--- src/rtl/upsp_wdata_packer_pkg.sv ---
// Shared helpers for the upsampler write-data packer: derived widths,
// the legal lane-count check and the FIFO entry layout {last, strb, data}.
package upsp_wdata_packer_pkg;

    function automatic bit ppb_legal(input int ppb);
        return (ppb == 1) || (ppb == 2) || (ppb == 4) || (ppb == 8) || (ppb == 16);
    endfunction

    // lane counter needs at least one bit even with a single lane
    function automatic int lane_w_f(input int ppb);
        return (ppb > 1) ? $clog2(ppb) : 1;
    endfunction

    function automatic int col_w_f(input int line_pix);
        return (line_pix > 1) ? $clog2(line_pix) : 1;
    endfunction

    function automatic int strb_lsb_f(input int pix_w, input int ppb);
        return pix_w * ppb;
    endfunction

    function automatic int last_bit_f(input int pix_w, input int ppb);
        return pix_w * ppb + ppb;
    endfunction

    function automatic int entry_w_f(input int pix_w, input int ppb);
        return pix_w * ppb + ppb + 1;
    endfunction

endpackage

--- src/rtl/upsp_sync_fifo.sv ---
// Single-clock beat FIFO. Storage is registers; the head entry is read from
// storage and forced to zero while empty. A pop never makes room for a push
// in the same cycle.
module upsp_sync_fifo #(
    parameter int WIDTH = 8,
    parameter int DEPTH = 4
) (
    input  logic             clk,
    input  logic             rst_n,
    input  logic             push,
    input  logic [WIDTH-1:0] push_data,
    input  logic             pop,
    output logic [WIDTH-1:0] head_data,
    output logic             full,
    output logic             empty
);
    localparam int AW = (DEPTH > 1) ? $clog2(DEPTH) : 1;

    logic [WIDTH-1:0] mem [DEPTH];
    logic [AW:0]      wr_ptr;
    logic [AW:0]      rd_ptr;
    logic             do_push;
    logic             do_pop;

    assign do_push   = push && !full;
    assign do_pop    = pop && !empty;
    assign empty     = (wr_ptr == rd_ptr);
    assign full      = (wr_ptr[AW] != rd_ptr[AW]) && (wr_ptr[AW-1:0] == rd_ptr[AW-1:0]);
    assign head_data = empty ? '0 : mem[rd_ptr[AW-1:0]];

    // pointer update; wrap bit distinguishes full from empty
    always_ff @(posedge clk) begin
        if (!rst_n) begin
            wr_ptr <= '0;
            rd_ptr <= '0;
        end else begin
            if (do_push) wr_ptr <= wr_ptr + (AW+1)'(1);
            if (do_pop)  rd_ptr <= rd_ptr + (AW+1)'(1);
        end
    end

    // storage write; contents are don't-care until pointed at by a valid entry
    always_ff @(posedge clk) begin
        if (do_push) mem[wr_ptr[AW-1:0]] <= push_data;
    end

endmodule

--- src/rtl/upsp_wdata_packer.sv ---
// Packs one upsampled pixel per handshake into PIX_PER_BEAT-lane write beats
// for the access controller, flushing a strobed partial beat with wlast at
// every line end.
// Optional: define UPSP_PACK_STAT_EN to add the stat_beats / stat_stalls
// saturating counters; the datapath is identical either way.
module upsp_wdata_packer
    import upsp_wdata_packer_pkg::*;
#(
    parameter int PIX_W        = 24,
    parameter int PIX_PER_BEAT = 4,
    parameter int LINE_PIX     = 2560,
    parameter int FIFO_DEPTH   = 4
) (
    input  logic                          clk,
    input  logic                          rst_n,
    input  logic [PIX_W-1:0]              in_pix_data,
    input  logic                          in_pix_valid,
    output logic                          in_pix_ready,
    output logic [PIX_W*PIX_PER_BEAT-1:0] upsp_ac_wdata,
    output logic [PIX_PER_BEAT-1:0]       upsp_ac_wstrb,
    output logic                          upsp_ac_wlast,
    output logic                          upsp_ac_wvalid,
    input  logic                          ac_upsp_wready
`ifdef UPSP_PACK_STAT_EN
    ,
    output logic [31:0]                   stat_beats,
    output logic [31:0]                   stat_stalls
`endif
);
    localparam int LANE_W   = lane_w_f(PIX_PER_BEAT);
    localparam int COL_W    = col_w_f(LINE_PIX);
    localparam int BEAT_W   = PIX_W * PIX_PER_BEAT;
    localparam int ENTRY_W  = entry_w_f(PIX_W, PIX_PER_BEAT);
    localparam int STRB_LSB = strb_lsb_f(PIX_W, PIX_PER_BEAT);
    localparam int LAST_BIT = last_bit_f(PIX_W, PIX_PER_BEAT);

    if (!ppb_legal(PIX_PER_BEAT)) begin : g_bad_ppb
        $error("upsp_wdata_packer: PIX_PER_BEAT must be 1, 2, 4, 8 or 16");
    end
    if ((FIFO_DEPTH < 2) || ((FIFO_DEPTH & (FIFO_DEPTH - 1)) != 0)) begin : g_bad_depth
        $error("upsp_wdata_packer: FIFO_DEPTH must be a power of 2 and >= 2");
    end

    logic [LANE_W-1:0]       lane_cnt;
    logic [COL_W-1:0]        col_cnt;
    logic [BEAT_W-1:0]       asm_data;
    logic                    ready_en;
    logic                    lane_end;
    logic                    col_end;
    logic                    completing_next;
    logic                    accept;
    logic                    push;
    logic                    pop;
    logic                    fifo_full;
    logic                    fifo_empty;
    logic [BEAT_W-1:0]       beat_data;
    logic [PIX_PER_BEAT-1:0] beat_strb;
    logic [ENTRY_W-1:0]      push_entry;
    logic [ENTRY_W-1:0]      head_entry;

    // ready only looks at counters and the full flag, never at in_pix_valid
    assign lane_end        = (lane_cnt == LANE_W'(PIX_PER_BEAT - 1));
    assign col_end         = (col_cnt == COL_W'(LINE_PIX - 1));
    assign completing_next = lane_end || col_end;
    assign in_pix_ready    = ready_en && !(completing_next && fifo_full);
    assign accept          = in_pix_valid && in_pix_ready;
    assign push            = accept && completing_next;

    // beat as it would look with the incoming pixel placed in the current lane
    always_comb begin
        beat_data = asm_data;
        beat_strb = '0;
        for (int i = 0; i < PIX_PER_BEAT; i++) begin
            if (LANE_W'(i) == lane_cnt) beat_data[i*PIX_W +: PIX_W] = in_pix_data;
            beat_strb[i] = (LANE_W'(i) <= lane_cnt);
        end
    end

    assign push_entry = {col_end, beat_strb, beat_data};

    // lane/column counters and assembly register; cleared after every push
    always_ff @(posedge clk) begin
        if (!rst_n) begin
            lane_cnt <= '0;
            col_cnt  <= '0;
            asm_data <= '0;
            ready_en <= 1'b0;
        end else begin
            ready_en <= 1'b1;
            if (accept) begin
                if (completing_next) begin
                    lane_cnt <= '0;
                    asm_data <= '0;
                end else begin
                    lane_cnt <= lane_cnt + LANE_W'(1);
                    asm_data <= beat_data;
                end
                col_cnt <= col_end ? '0 : col_cnt + COL_W'(1);
            end
        end
    end

    upsp_sync_fifo #(
        .WIDTH (ENTRY_W),
        .DEPTH (FIFO_DEPTH)
    ) u_fifo (
        .clk       (clk),
        .rst_n     (rst_n),
        .push      (push),
        .push_data (push_entry),
        .pop       (pop),
        .head_data (head_entry),
        .full      (fifo_full),
        .empty     (fifo_empty)
    );

    assign upsp_ac_wvalid = !fifo_empty;
    assign pop            = upsp_ac_wvalid && ac_upsp_wready;
    assign upsp_ac_wdata  = head_entry[BEAT_W-1:0];
    assign upsp_ac_wstrb  = head_entry[STRB_LSB +: PIX_PER_BEAT];
    assign upsp_ac_wlast  = head_entry[LAST_BIT];

`ifdef UPSP_PACK_STAT_EN
    // saturating counts of accepted beats and back-pressured cycles
    always_ff @(posedge clk) begin
        if (!rst_n) begin
            stat_beats  <= '0;
            stat_stalls <= '0;
        end else begin
            if (pop && (stat_beats != 32'hFFFF_FFFF))
                stat_beats <= stat_beats + 32'd1;
            if (upsp_ac_wvalid && !ac_upsp_wready && (stat_stalls != 32'hFFFF_FFFF))
                stat_stalls <= stat_stalls + 32'd1;
        end
    end
`endif

endmodule

--- config.mk ---
export PLATFORM = sky130hd
export DESIGN_NAME = upsp_wdata_packer
export DESIGN_NICKNAME = d
export VERILOG_FILES = /design/src/rtl/upsp_wdata_packer_pkg.sv /design/src/rtl/upsp_sync_fifo.sv /design/src/rtl/upsp_wdata_packer.sv
export SDC_FILE = /design/constraint.sdc
export NUM_CORES = 1
export LEC_CHECK = 0
export CORE_ASPECT_RATIO = 0.6
export CORE_MARGIN = 4
export CORE_UTILIZATION = 50
export DETAILED_ROUTE_END_ITERATION = 8
export PLACE_DENSITY = 0.69
export SLEW_MARGIN = 20
export SYNTH_ARGS = -nofsm -noshare
export SYNTH_HDL_FRONTEND = slang
export SYNTH_SLANG_ARGS = --single-unit
--- constraint.sdc ---
create_clock -name clk -period 17.75 [get_ports clk]
set_clock_uncertainty 0.2 [all_clocks]
set_input_delay 3.55 -clock clk [delete_from_list [all_inputs] [get_ports clk]]
set_output_delay 3.55 -clock clk [all_outputs]
set_load 0.1 [all_outputs]
==> results of run 1 <==
## worst min-delay path by stage
stage	end	cells after the start	from	slack [ps]
after detailed placement	asm_data[82]	1	asm_data[82]	240
after floorplan	asm_data[72]	1	asm_data[72]	230
after global routing	asm_data[51]	2	asm_data[51]	270
final	asm_data[20]	2	asm_data[20]	250
after CTS	asm_data[59]	2	asm_data[59]	260
after global placement	asm_data[82]	1	asm_data[82]	240
## placed cells by master, fill, tap and decap left out, types with 4 or more instances in the layout
| master | count |
|---|---|
| nand2_1 | 83 |
| edfxtp_1 | 400 |
| clkbuf_16 | 48 |
| mux2_2 | 96 |
| mux2i_1 | 12 |
| nand2b_1 | 8 |
| nand3_1 | 6 |
| clkinv_1 | 9 |
| clkdlybuf4s50_1 | 129 |
| and2_1 | 127 |
| o21ai_0 | 76 |
| mux4_2 | 100 |
| and2_4 | 4 |
| ha_1 | 10 |
| buf_4 | 17 |
| clkbuf_8 | 6 |
| o211ai_1 | 11 |
| dfxtp_1 | 117 |
| inv_1 | 8 |
| nand4_1 | 77 |
| clkbuf_1 | 16 |
| a21oi_1 | 5 |
## cells by family after synthesis
| family | share of synthesized area [%] |
|---|---|
| muxes | 16.5 |
| and+or+nand+nor | 8.58 |
| adders and majority gates | 0.657 |
| DFF | 68.7 |
| xor gates and xnor gates | 0.209 |
| AOI/OAI and AO/OA | 3.33 |
| buffers and inverters | 2.08 |
## metrics by stage
| step | setup WS [ps] | util (%) | cells | area, sq um | hold WS, ps |
|---|---|---|---|---|---|
| floorplan | 5400 | - | 1281 | 21000 | 226 |
| global placement | 9800 | 55.5 | 1890 | 22700 | 238 |
| detailed placement | 9820 | 55.5 | 1890 | 22700 | 240 |
| CTS | 9220 | 59.0 | 1974 | 24200 | 257 |
| global route | 8990 | 59.0 | 1974 | 24200 | 274 |
| finish | 9330 | 59.0 | 1974 | 24200 | 255 |
## flip-flops by register name, summed over array words and instances, names as in the netlist, named ones only
register	cells
col_cnt	12
lane_cnt	2
u_fifo.wr_ptr	3
u_fifo.mem	400
asm_data	96
u_fifo.rd_ptr	3
ready_en	1
## synthesized netlist by cell type (3+ instances only)
| cell | count |
|---|---|
| a21oi_1 | 5 |
| and2_1 | 131 |
| buf_1 | 3 |
| buf_2 | 21 |
| clkbuf_1 | 70 |
| dfxtp_1 | 119 |
| edfxtp_1 | 400 |
| ha_1 | 11 |
| inv_1 | 8 |
| mux2_2 | 96 |
| mux2i_1 | 12 |
| mux4_2 | 100 |
| nand2_1 | 83 |
| nand2b_1 | 8 |
| nand3_1 | 6 |
| nand4_1 | 77 |
| nor2_1 | 3 |
| o211ai_1 | 11 |
| o21ai_0 | 76 |
| or3_1 | 4 |
| xor2_1 | 3 |
## worst max-delay path, cell delays in order, from the launching register on
cell             delay, ps
dfxtp_4                580
buf_4                  770
buf_4                  820
mux4_2                 680
and2_1                 200
clkdlybuf4s50_1        960
## where the power goes
group | internal (mW) | leakage, nW | total (mW) | switching, mW
sequential | 1.31 | 4.74 | 1.31 | 0.00239
combinational | 0.0225 | 2.48 | 0.0771 | 0.0547
clock | 0.537 | 0.699 | 0.965 | 0.428
total | 1.87 | 7.92 | 2.35 | 0.485
## per-layer routing
layer / GRT usage (%) / up-vias / share of wire (%)
li1: - / 5161 / -
met1: 32.2 / 5949 / 45
met2: 31.3 / 424 / 44
met3: 5.19 / 58 / 8.6
met4: 4.49 / 0 / 1.9
met5: 0 / - / 0
## area by class of cell
class                      instances  share of cell area [%]
sequential                       519                    59.6
multi-input combinational        657                    25.6
timing repair buffer             146                    5.87
clock buffer                      70                    5.56
tap                              560                    2.90
clock inverter                    14                   0.378
inverter                           8                   0.124
==> reports/results.ini, run 1 <==
[floorplan]
die_height_um=167
pin_count=131
start_util_pct=51.2
core_sq_um=40900
die_w_um=272
dieArea_sq_um=45400
rows=57

[power]
vdd_drop_max_mv=0.0554
finalPower_mw=2.35
leakage_nw=7.92
power_density_nw_per_um2=97.3

[placement]
gp_congestion=0.744
numPortBuffers=130
place_hpwl_um=28500

[cts]
cts_tree=yes
post_cts_buffers=0
cts-root-buf=clkbuf_16
cts-resized-gates=0
clk_pin_slew_ps=70
cts_buffer_depth=3
cts_hold_buf=0
cts_max_level=2
cts_buffers=46
clock-sinks=519
clock_latency_ps=560

[grt]
antenna_found_initial=2
grt_max_degree=109
overflow=0
grt_pass1_vias=11716
grt_pass1_wl_um=73500
grt.total_usage_pct=21.1

[timing]
fmax_ghz=0.119
hold_violations=0
slew_violations=0
min_period_over_period_pct=47.5
fin_crit_ps=8420
slew_headroom_pct=25.5
tns_ps=0
final-setup-viol-count=0
tightest_slew_ps=1120
rsz0062_at_grt=false

[cells_and_area]
fillerInstances=3051
synthToLayoutAreaGrowth_pct=15.3
antenna_cells=0
drive_above_1_share_pct=20.5
register_area_sq_um=14400
nets=1417
multi_input_area_sq_um=6180

[worst_setup_path]
rr_startpoint=ready_en
r2r_setup_slack_ps=13690
cp.required_ps=14000
path_max_fanout=43
endpoint=upsp_ac_wdata[9]
critPathLaunchType=register
cp.arrival_ps=4670
crit_type=register to output pin
end_kind=output pin
r2r_end=u_fifo.mem[1][14]
ff2ff_path_depth=5

[yosys]
yosysWarnings=0
synth_flop_cell=edfxtp_1
synth_area_sq_um=21000
synth_top_area_cell=edfxtp_1
synth_seq_cells=519
yosys.area.top_type_share_pct=57.3
synth.area.top_cells=edfxtp_1 (57%), dfxtp_1 (11%), mux4_2 (11%)
synth_cells=1281
synthesis.nets=1320
synthArstFlopShare_pct=0
synth_edf_count=400
ys_seq_area_share_pct=68.7
synth.lib_cells_used.distinct=45
synth_area_per_cell_sq_um=16.4

[routing]
wl_per_cell_um=24.5
drt_iter0_drc=1111
wirelength_um=48300
drt_first_pass_iters=5
vias_per_cell=5.87
ant_nets=0
drc=0
vias=11592

[status]
status=finished clean

[hold_path]
hp-class=register to register

[job]
maxCapViolCount=0

No activity file was read; power rests on OpenSTA's default activity.
==> run 2, diff against run 1 <==
--- a/config.mk
+++ b/config.mk
@@ -9,7 +9,7 @@
 export CORE_MARGIN = 4
 export CORE_UTILIZATION = 50
 export DETAILED_ROUTE_END_ITERATION = 8
-export PLACE_DENSITY = 0.69
+export PLACE_DENSITY = 0.72
 export SLEW_MARGIN = 20
 export SYNTH_ARGS = -nofsm -noshare
 export SYNTH_HDL_FRONTEND = slang
==> constraint.sdc (replaced) <==
create_clock -name clk -period 7.41 [get_ports clk]
set_clock_uncertainty 0.2 [all_clocks]
set_input_delay 1.482 -clock clk [delete_from_list [all_inputs] [get_ports clk]]
set_output_delay 1.482 -clock clk [all_outputs]
set_load 0.1 [all_outputs]
==> reports/results.ini, run 2 (synthesized netlist as in run 1, its figures left out) <==
[worst_setup_path]
cp.arrival_ps=3730  ; -940 ps
crit_type=register to output pin
crit_slowest_cell=clkdlybuf4s50_1
critical_path.max_stage_delay_ps=1130  ; +170 ps
path_buf_inv=2  ; -1
critPathLaunchType=register
path_max_fanout=57  ; +33%
cp.required_ps=5730  ; -8270 ps
cp_top_family=buffers and inverters
worstPathCellList=buf_4 > mux4_2 > and2_1 > clkdlybuf4s50_1
end_kind=output pin

[floorplan]
die_w_um=272  ; unchanged
die_height_um=167  ; unchanged
core_sq_um=40900  ; unchanged
pin_count=131  ; unchanged
rows=57  ; unchanged
start_util_pct=51.2  ; unchanged
dieArea_sq_um=45400  ; unchanged

[cells_and_area]
largest_reg_flops=400  ; unchanged
register_area_sq_um=14400  ; unchanged
antenna_cells=0  ; unchanged
layout_common_cells=edfxtp_1 (400), clkdlybuf4s50_1 (129), and2_1 (127)
final_common_cell=edfxtp_1
synthToLayoutAreaGrowth_pct=16.1
multi_input_area_sq_um=6180  ; +0.10%
drive_above_1_share_pct=21.4  ; +0.85 points
fillerInstances=3075  ; +0.79%
nets=1423  ; +0.42%

[timing]
final-setup-viol-count=0  ; unchanged
hold_violations=0  ; unchanged
slew_headroom_pct=27.3  ; +1.9 points
fmax_ghz=0.185
fin_crit_ps=5410
tns_ps=0  ; unchanged
min_period_over_period_pct=73.0
hold_ws_ps=253  ; -1.27 ps
rsz0062_at_grt=false
tightest_slew_ps=1090  ; -28.3 ps
slew_violations=0  ; unchanged

[cts]
cts-root-buf=clkbuf_16
clock-sinks=519  ; unchanged
cts-resized-gates=0  ; unchanged
post_cts_buffers=0  ; unchanged
cts_buffers=47  ; +2.2%
clk_pin_slew_ps=60  ; about the same
cts_hold_buf=0  ; unchanged
cts_tree=yes
cts_max_level=2  ; unchanged
cts_buffer_depth=3  ; unchanged
clock_latency_ps=570  ; about the same

[power]
power_density_nw_per_um2=236  ; +140%
leakage_nw=8.03  ; +1.3%
p_switching_mw=1.19  ; +150%
clock_power_share_pct=42.4  ; +1.4 points
switching_share_pct=20.7  ; +0.055 points
p_int_mw=4.57  ; +140%
combPwrFrac_pct=3.1  ; -0.2 points
p_seq_share_pct=54.5  ; -1.2 points
vdd_drop_max_mv=0.167  ; +200%

[status]
status=finished clean

[hold_path]
hp-class=register to register

[grt]
grt_pass1_wl_um=74100  ; +0.91%
grt_pass1_vias=11828  ; +0.96%
overflow=0  ; unchanged
grt.total_usage_pct=21.2  ; +0.027 points
antenna_found_initial=9  ; +7
grt_max_degree=104  ; -4.6%

[routing]
wirelength_um=47500  ; -1.7%
ant_nets=0  ; unchanged
drt_first_pass_iters=7  ; +2
vias_per_cell=5.89  ; +0.22%
drc=0  ; unchanged
drt_iter0_drc=938  ; -16%
vias=11671  ; +0.68%
wl_per_cell_um=23.9  ; -2.1%

[placement]
gp_congestion=0.740  ; -0.56%
place_hpwl_um=27500  ; -3.3%
numPortBuffers=130  ; unchanged

[job]
maxCapViolCount=0  ; unchanged

## run 2: power groups by stage
stage | Combinational (mW) | Sequential [mW] | Clock (mW)
finish | 0.181 | 3.14 | 2.44
global route | 0.194 | 3.13 | 2.60
CTS | 0.180 | 3.14 | 2.47
detailed placement | 0.180 | 3.20 | 0
global placement | 0.174 | 3.20 | 0
floorplan | 0.105 | 3.20 | 0
## run 2: final timing paths
check | startpoint | to | slack [ps] | depth (start not counted)
worst max-delay path | register | upsp_ac_wdata[35] | 2000 | 4
worst min-delay path | asm_data[10] | asm_data[10] | 250 | 2
worst max register to register | lane_cnt[0] | u_fifo.mem[2][56] | 4050 | 6
worst min register to register | asm_data[10] | asm_data[10] | 250 | 2
## run 2: area by class of cell
type / instances / share of cell area (%)
Multi-Input combinational cell: 657 / 25.4
Clock buffer: 63 / 5.21
Tap cell: 560 / 2.88
Clock inverter: 25 / 1.08
Timing Repair Buffer: 151 / 6.15
Sequential cell: 519 / 59.2
Inverter: 8 / 0.123
## run 2: layer usage
layer | vias to the layer above | global-route usage (%) | wire (um)
met1 | 6054 | 32.1 | 21400
li1 | 5182 | - | -
met3 | 49 | 4.44 | 3500
met4 | 2 | 3.51 | 605
met5 | - | 0 | 13
met2 | 384 | 32.6 | 21900
## run 2: per-stage QoR
step	util [%]	setup WS [ps]	cell area [sq um]	power [mW]	instances
floorplan	-	817	21000	3.30	1281
CTS	59.5	1950	24300	5.79	1983
finish	59.5	2000	24300	5.76	1983
global route	59.5	1720	24300	5.93	1983
global placement	55.7	2570	22800	3.37	1895
detailed placement	55.7	2560	22800	3.38	1895
## run 2: worst reg2reg max path: stages (launching register included)
cell	delay (ps)
dfxtp_1	430
ha_2	230
buf_4	470
a41oi_4	60
nor2_1	300
and2_4	900
buf_4	470
==> run 3, diff against run 2 <==
==> constraint.sdc (replaced) <==
create_clock -name clk -period 4.85 [get_ports clk]
set_clock_uncertainty 0.2 [all_clocks]
set_input_delay 0.97 -clock clk [delete_from_list [all_inputs] [get_ports clk]]
set_output_delay 0.97 -clock clk [all_outputs]
set_load 0.1 [all_outputs]
==> reports/results.ini, run 3 (synthesized netlist as in run 1, its figures left out) <==
[grt]
grt.total_usage_pct=21.1  ; -0.094 points
grt_pass1_wl_um=73400  ; -0.94%
grt_pass1_vias=11932  ; +0.88%
antenna_found_initial=10  ; +1
overflow=0  ; unchanged
grt_max_degree=104  ; unchanged

[timing]
rsz0062_at_grt=false
slew_headroom_pct=31.6  ; +4.3 points
final-setup-viol-count=0  ; unchanged
fmax_ghz=0.251
slew_violations=0  ; unchanged
min_period_over_period_pct=82.3
fin_crit_ps=3990
hold_violations=0  ; unchanged
tightest_slew_ps=1030  ; -64.3 ps
tns_ps=0  ; unchanged

[floorplan]
dieArea_sq_um=45400  ; unchanged
die_w_um=272  ; unchanged
rows=57  ; unchanged
die_height_um=167  ; unchanged
core_sq_um=40900  ; unchanged
pin_count=131  ; unchanged
start_util_pct=51.2  ; unchanged

[placement]
numPortBuffers=130  ; unchanged
gp_congestion=0.745  ; +0.61%
place_hpwl_um=28800  ; +4.6%

[cells_and_area]
drive_above_1_share_pct=29.0  ; +7.6 points
multi_input_area_sq_um=6180  ; unchanged
final_common_cell=edfxtp_1
layout_common_cells=edfxtp_1 (400), and2_1 (127), buf_4 (120)
fillerInstances=3134  ; +1.9%
nets=1426  ; +0.21%
register_area_sq_um=14400  ; unchanged
synthToLayoutAreaGrowth_pct=15.3
largest_reg_flops=400  ; unchanged

[hold_path]
hp-class=register to register
hold_depth=2  ; unchanged
hold_start=asm_data[23]
min_to=asm_data[23]

[cts]
cts_hold_buf=0  ; unchanged
cts_buffer_depth=3  ; unchanged
cts_buffers=46  ; -2.1%
clock_latency_ps=570  ; about the same
cts-resized-gates=0  ; unchanged
cts_max_level=2  ; unchanged
clk_pin_slew_ps=60  ; about the same
cts-root-buf=clkbuf_16
post_cts_buffers=0  ; unchanged
clock-sinks=519  ; unchanged
cts_tree=yes

[worst_setup_path]
cp.required_ps=3680  ; -2050 ps
rr_startpoint=lane_cnt[0]
cp_common_cell=buf_4
critPathLaunchType=register
crit_type=register to output pin
path_max_fanout=30  ; -47%
crit_slowest_cell=dfxtp_4
critical_path.max_stage_delay_ps=770  ; -360 ps
cp.arrival_ps=2820  ; -910 ps
end_kind=output pin
worstPathCellList=buf_4 > mux4_2 > and2_1 > buf_4
r2r_setup_slack_ps=1800  ; -2250 ps
ff2ff_path_depth=6  ; unchanged
r2r_end=u_fifo.mem[1][13]

[status]
status=finished clean

[routing]
drc=0  ; unchanged
drt_first_pass_iters=6  ; -1
drt_iter0_drc=1321  ; +41%
ant_nets=0  ; unchanged
wirelength_um=47800  ; +0.66%
vias=11620  ; -0.44%
vias_per_cell=5.85  ; -0.59%
wl_per_cell_um=24.1  ; +0.50%

[power]
finalPower_mw=8.71  ; +51%
leakage_nw=8.27  ; +3.0%
vdd_drop_max_mv=0.172  ; +3.4%
power_density_nw_per_um2=360  ; +52%

[job]
maxCapViolCount=0  ; unchanged

[run 3: critical path: cells and delay by family, from the launching register on]
kind / cells / cell delay, ps
muxes: 1 / 640
and+or+nand+nor: 1 / 200
DFF: 1 / 770
buffers and inverters: 2 / 630
[run 3: worst max path at each step]
stage	from	endpoint	slack, ps
after floorplan	in_pix_valid	u_fifo.mem[3][0]	200
after global placement	in_pix_valid	u_fifo.mem[1][72]	1290
after detailed placement	in_pix_valid	u_fifo.mem[2][72]	1190
after CTS	register	upsp_ac_wdata[12]	780
after global routing	u_fifo.wr_ptr[0]	upsp_ac_wdata[43]	570
final	register	upsp_ac_wdata[12]	860
[run 3: report_power, final]
| part | switching (mW) | internal, mW |
|---|---|---|
| sequential | 0.00956 | 4.78 |
| combinational | 0.194 | 0.0820 |
| clock | 1.59 | 2.05 |
[run 3: final cells by class]
cell class              instances  area share, %
flip-flops and latches        519           59.6
multi-input cells             657           25.6
clock buffers                  68           5.57
repair buffers                155           5.55
well taps                     560           2.90
clock inverters                18          0.688
inverters                       8          0.124
diodes                          1         0.0104
[run 3: per-stage QoR]
stage	hold slack [ps]	utilization (%)	setup slack, ps	cell area, sq um	std cells
finish	255	59.1	861	24200	1986
global route	272	59.0	574	24200	1985
CTS	258	59.0	776	24200	1985
detailed placement	240	55.3	1190	22700	1899
global placement	241	55.3	1290	22700	1899
floorplan	226	-	202	21000	1281
[run 3: layer usage]
| metal | track usage, % | vias up | part of all wire [%] |
|---|---|---|---|
| met5 | 0 | - | 0 |
| met4 | 3.98 | 0 | 1.6 |
| met3 | 3.98 | 60 | 7.5 |
| met2 | 33.5 | 409 | 47 |
| met1 | 31.1 | 5965 | 44 |
| li1 | - | 5186 | - |
